**src/rtl/axi_master_seq.sv**
```systemverilog
// Single-outstanding command sequencer: every command runs AR/R first, writes then add AW/W.
// Optional channel timeout with ERR state when AXI_MASTER_TIMEOUT_EN is defined.
`timescale 1ns/1ps
module axi_master_seq #(
  parameter int unsigned TIMEOUT_CYCLES = 15
) (
  input  logic       clk,
  input  logic       reset_n,
  input  logic       start,
  input  logic       cmd_write,
  input  logic [3:0] cmd_addr,
  input  logic [3:0] cmd_data,
  output logic       ms_arvalid,
  output logic [3:0] SWM_arADDR,
  input  logic       sm_arready,
  output logic       ms_rready,
  input  logic       sm_rvalid,
  output logic       ms_awvalid,
  input  logic       sm_awready,
  output logic       ms_wvalid,
  output logic [3:0] SWM_wdata,
  input  logic       sm_wready,
  output logic       busy,
  output logic       done,
  output logic       err
);

  localparam logic [2:0] S_IDLE = 3'd0;
  localparam logic [2:0] S_AR   = 3'd1;
  localparam logic [2:0] S_R    = 3'd2;
  localparam logic [2:0] S_AW   = 3'd3;
  localparam logic [2:0] S_W    = 3'd4;
  localparam logic [2:0] S_DONE = 3'd5;

  // Out-of-range TIMEOUT_CYCLES leaves a marker scope in the elaborated hierarchy.
  if (TIMEOUT_CYCLES == 0 || TIMEOUT_CYCLES > 255) begin : g_timeout_cycles_out_of_range
  end

  logic [2:0] state;
  logic [2:0] state_n;
  logic       wr_q;
  logic       accept;

  assign accept = (state == S_IDLE) && start;

`ifdef AXI_MASTER_TIMEOUT_EN
  localparam logic [2:0] S_ERR        = 3'd6;
  localparam logic [7:0] TIMEOUT_LAST = 8'(TIMEOUT_CYCLES - 1);

  logic [7:0] cnt;
  logic       waiting;

  assign waiting = (state == S_AR) || (state == S_R) || (state == S_AW) || (state == S_W);
`endif

  always_comb begin
    state_n = state;
    case (state)
      S_IDLE: if (start)      state_n = S_AR;
      S_AR:   if (sm_arready) state_n = S_R;
      S_R:    if (sm_rvalid)  state_n = wr_q ? S_AW : S_DONE;
      S_AW:   if (sm_awready) state_n = S_W;
      S_W:    if (sm_wready)  state_n = S_DONE;
      S_DONE:                 state_n = S_IDLE;
`ifdef AXI_MASTER_TIMEOUT_EN
      S_ERR:                  state_n = S_IDLE;
`endif
      default:                state_n = S_IDLE;
    endcase
`ifdef AXI_MASTER_TIMEOUT_EN
    // A handshake on the expiring cycle wins over the timeout.
    if (waiting && (state_n == state) && (cnt == TIMEOUT_LAST)) state_n = S_ERR;
`endif
  end

  // Outputs are registered copies of the decode of the next state.
  always_ff @(posedge clk or negedge reset_n) begin
    if (!reset_n) begin
      state      <= S_IDLE;
      wr_q       <= 1'b0;
      SWM_arADDR <= '0;
      SWM_wdata  <= '0;
      ms_arvalid <= 1'b0;
      ms_rready  <= 1'b0;
      ms_awvalid <= 1'b0;
      ms_wvalid  <= 1'b0;
      busy       <= 1'b0;
      done       <= 1'b0;
    end else begin
      state <= state_n;
      if (accept) begin
        wr_q       <= cmd_write;
        SWM_arADDR <= cmd_addr;
        SWM_wdata  <= cmd_data;
      end
      ms_arvalid <= (state_n == S_AR);
      ms_rready  <= (state_n == S_R);
      ms_awvalid <= (state_n == S_AW) || (state_n == S_W);
      ms_wvalid  <= (state_n == S_W);
      busy       <= (state_n != S_IDLE);
      done       <= (state_n == S_DONE);
    end
  end

`ifdef AXI_MASTER_TIMEOUT_EN
  always_ff @(posedge clk or negedge reset_n) begin
    if (!reset_n) begin
      cnt <= '0;
      err <= 1'b0;
    end else begin
      cnt <= (state_n != state || !waiting) ? '0 : cnt + 8'd1;
      if (accept)                err <= 1'b0;
      else if (state_n == S_ERR) err <= 1'b1;
    end
  end
`else
  assign err = 1'b0;
`endif

endmodule

```
**config.mk**
```make
export PLATFORM = sky130hd
export DESIGN_NAME = axi_master_seq
export DESIGN_NICKNAME = d
export VERILOG_FILES = /design/src/rtl/axi_master_seq.sv
export SDC_FILE = /design/constraint.sdc
export NUM_CORES = 1
export LEC_CHECK = 0
export CAP_MARGIN = 20
export CORE_UTILIZATION = 41
export CTS_CLUSTER_DIAMETER = 30
export DETAILED_ROUTE_END_ITERATION = 16
export GPL_ROUTABILITY_DRIVEN = 0
export PLACE_DENSITY_LB_ADDON = 0.08
export SKIP_CTS_REPAIR_TIMING = 1
export SLEW_MARGIN = 40
export SYNTH_ARGS = -nofsm -noshare
export SYNTH_HDL_FRONTEND = slang
export SYNTH_SLANG_ARGS = --single-unit
```
**constraint.sdc**
```tcl
create_clock -name clk -period 1.9 [get_ports clk]
set_input_delay 0.38 -clock clk [delete_from_list [all_inputs] [get_ports clk]]
set_output_delay 0.38 -clock clk [all_outputs]
set_load 0.005 [all_outputs]
```
==> results_dict.tcl <==
set metrics [dict create \
    status "finished clean" \
    syn_inst 60 \
    grt_overflow 0 \
    fin_crit_ps 1560 \
    end_kind "register" \
    vdd_drop_max_v 0.000764 \
    p_sw_share_pct 30.6 \
    dieArea_sq_um 2100 \
    finClkSkew_ps 13.3 \
    cts_tree "done" \
    numCtsBuffers 3 \
    postPlaceCellArea_sq_um 1110 \
    rsz0062_at_grt "false" \
    synth_cell_types 26 \
    via_count 558 \
    ff_latch_area_sq_um 450 \
    finalSetupViolCount 0 \
    n_antenna_cell 0 \
    post_synth.cell_area_avg_sq_um 13.1 \
    hold_class "input port to asynchronous set/reset pin" \
    dp_slack_ps 27.8 \
    post-dp-hpwl_um 940 \
    power.total_mw 1.63 \
    die_x_um 45.8 \
    htree_levels 1 \
    pwr_density_cell_nw_per_um2 1450 \
    switchingPower_mw 0.500 \
    worstPathArrival_ps 1730 \
    worst_slack_ps 340 \
    first_iter_violations 2 \
    pwr-share-seq_pct 41.5 \
    synth.cell_area_sq_um 788 \
    crit_required_ps 2070 \
    fmax_mhz 641 \
    crit_path_start_kind "input port" \
    clock_path_buffers 2 \
    grt_pass1_wl_um 2050 \
    drive_gt1_share_pct 23.1 \
    grt_use_total_pct 14.1 \
    p_leak_nw 0.486 \
    root_buffer "clkbuf_4" \
    antenna_found_initial 0 \
    clkLatencyLatePin_ps 290 \
    remaining_drc_errors 0 \
    post_drt_wl_per_cell_um 10.8 \
    tns_ps 0 \
    maxCapViolCount 0 \
    post-route-util_pct 64.0 \
    multi_input_area_sq_um 293 \
    start_util_pct 44.7 \
    drtAntennaViolNets 0 \
    core_sq_um 1760 \
    slew_violations 0 \
    grt_max_degree 19 \
    min_period_over_period_pct 82.1 \
    wirelength_um 1260 \
    syn_nets 76 \
    grt_pass1_vias 500 \
    clk_pin_slew_ps 100 \
    firstDrtPassIters 4 \
    fin_cells 116 \
    dp.cells 113 \
    viasPerCell 4.81 \
    die_h_um 45.8 \
    combPwrFrac_pct 47.2 \
    io_buffers 29 \
    io_pins 31 \
    crit_type "input port to register" \
    yosys_warnings 0 \
    hold_viol_final 0 \
    ys_seq_elements 18 \
    finalNetCount 109 \
    clock-sinks 18 \
    area_delta_synth_final_pct 43.3 \
    synth_seq_area_share_pct 57.1 \
    r2r_setup_slack_ps 380 \
    whs_ps 408 \
    critPathMaxFanout 9 \
    p_int_mw 1.13 \
    pwr-share-clk_pct 11.4 \
    fillers 153 \
    fin_area_sq_um 1130 \
    num_rows 15 \
]
==> flip-flops by register name (all words and copies together), names as in the netlist <==
name and count:
wr_q 1, SWM_arADDR 4, ms_wvalid 1, ms_awvalid 1, state 3, ms_arvalid 1, SWM_wdata 4, done 1
busy 1, ms_rready 1
==> cells in the mapped netlist, drive strengths merged <==
| cell | n | area share, % |
|---|---|---|
| a22o | 1 | 1.1 |
| conb | 1 | 0.48 |
| buf | 3 | 3.8 |
| nor2 | 6 | 2.9 |
| a31oi | 1 | 0.79 |
| inv | 4 | 1.9 |
| mux2 | 9 | 13 |
| and2b | 1 | 1.1 |
| nor3 | 3 | 3.3 |
| a221oi | 1 | 3.3 |
| a22oi | 1 | 0.95 |
| a32oi | 1 | 1.1 |
| a21oi | 2 | 1.7 |
| or2b | 1 | 1.4 |
| dfrtp | 18 | 57 |
| nor2b | 1 | 0.79 |
| nand3 | 1 | 0.63 |
| mux2i | 1 | 1.3 |
| nand3b | 1 | 0.95 |
| nand2 | 2 | 1.3 |
| or3b | 1 | 1.1 |
==> power by group through the flow <==
stage	combinational, mW	clock [mW]	sequential [mW]
floorplan	0.453	0	0.652
global placement	0.771	0	0.685
detailed placement	0.779	0	0.691
CTS	0.785	0.188	0.682
global route	0.839	0.205	0.704
finish	0.770	0.186	0.677
==> kinds of logic after synthesis <==
kind of cell           share of synthesized area, %
multiplexers                                   14.1
other                                         0.476
buffers and inverters                          5.71
AND/OR/NAND/NOR                                13.5
flip-flops                                     57.1
AO/OA/AOI/OAI                                  9.05
==> worst max-delay path, stage by stage <==
cell             delay, ps
clkdlybuf4s50_1        450
or2b_4                 280
nor3_4                 150
buf_12                 150
mux2_2                 330
==> layer usage <==
layer | global-route usage, % | vias to the layer above | wire [um]
met4 | 7.06 | 0 | 25
met5 | 0 | - | 0
li1 | - | 269 | -
met1 | 18.2 | 262 | 585
met2 | 21.7 | 23 | 554
met3 | 3.97 | 4 | 93
==> final timing paths <==
kind                              start            end  cells after the start
min                             reset_n     ms_arvalid                      2
max reg2reg                    state[2]   SWM_wdata[3]                      4
max                               start   SWM_wdata[3]                      5
min reg2reg                SWM_wdata[3]   SWM_wdata[3]                      1
min in group clk           SWM_wdata[3]   SWM_wdata[3]                      1
max in group asynchronous       reset_n  SWM_arADDR[1]                      2
==> final cells by class <==
class	instances	share of cell area [%]
clock buffers	3	1.99
flip-flops and latches	18	39.9
well taps	25	2.77
inverters	4	1.33
repair buffers	31	28.1
multi-input cells	35	25.9
==> placed cells by master, fill, tap and decap left out, drive strengths merged <==
cell type	count
a21oi	2
mux2i	1
and2b	1
conb	1
a22oi	1
clkdlybuf4s50	29
inv	4
or2b	1
buf	2
mux2	9
nor2	6
a221oi	1
nand3b	1
nand3	1
a31oi	1
clkbuf	3
or3b	1
a22o	1
nand2	2
a32oi	1
nor3	3
dfrtp	18
nor2b	1
No activity file was read; power rests on OpenSTA's default activity.
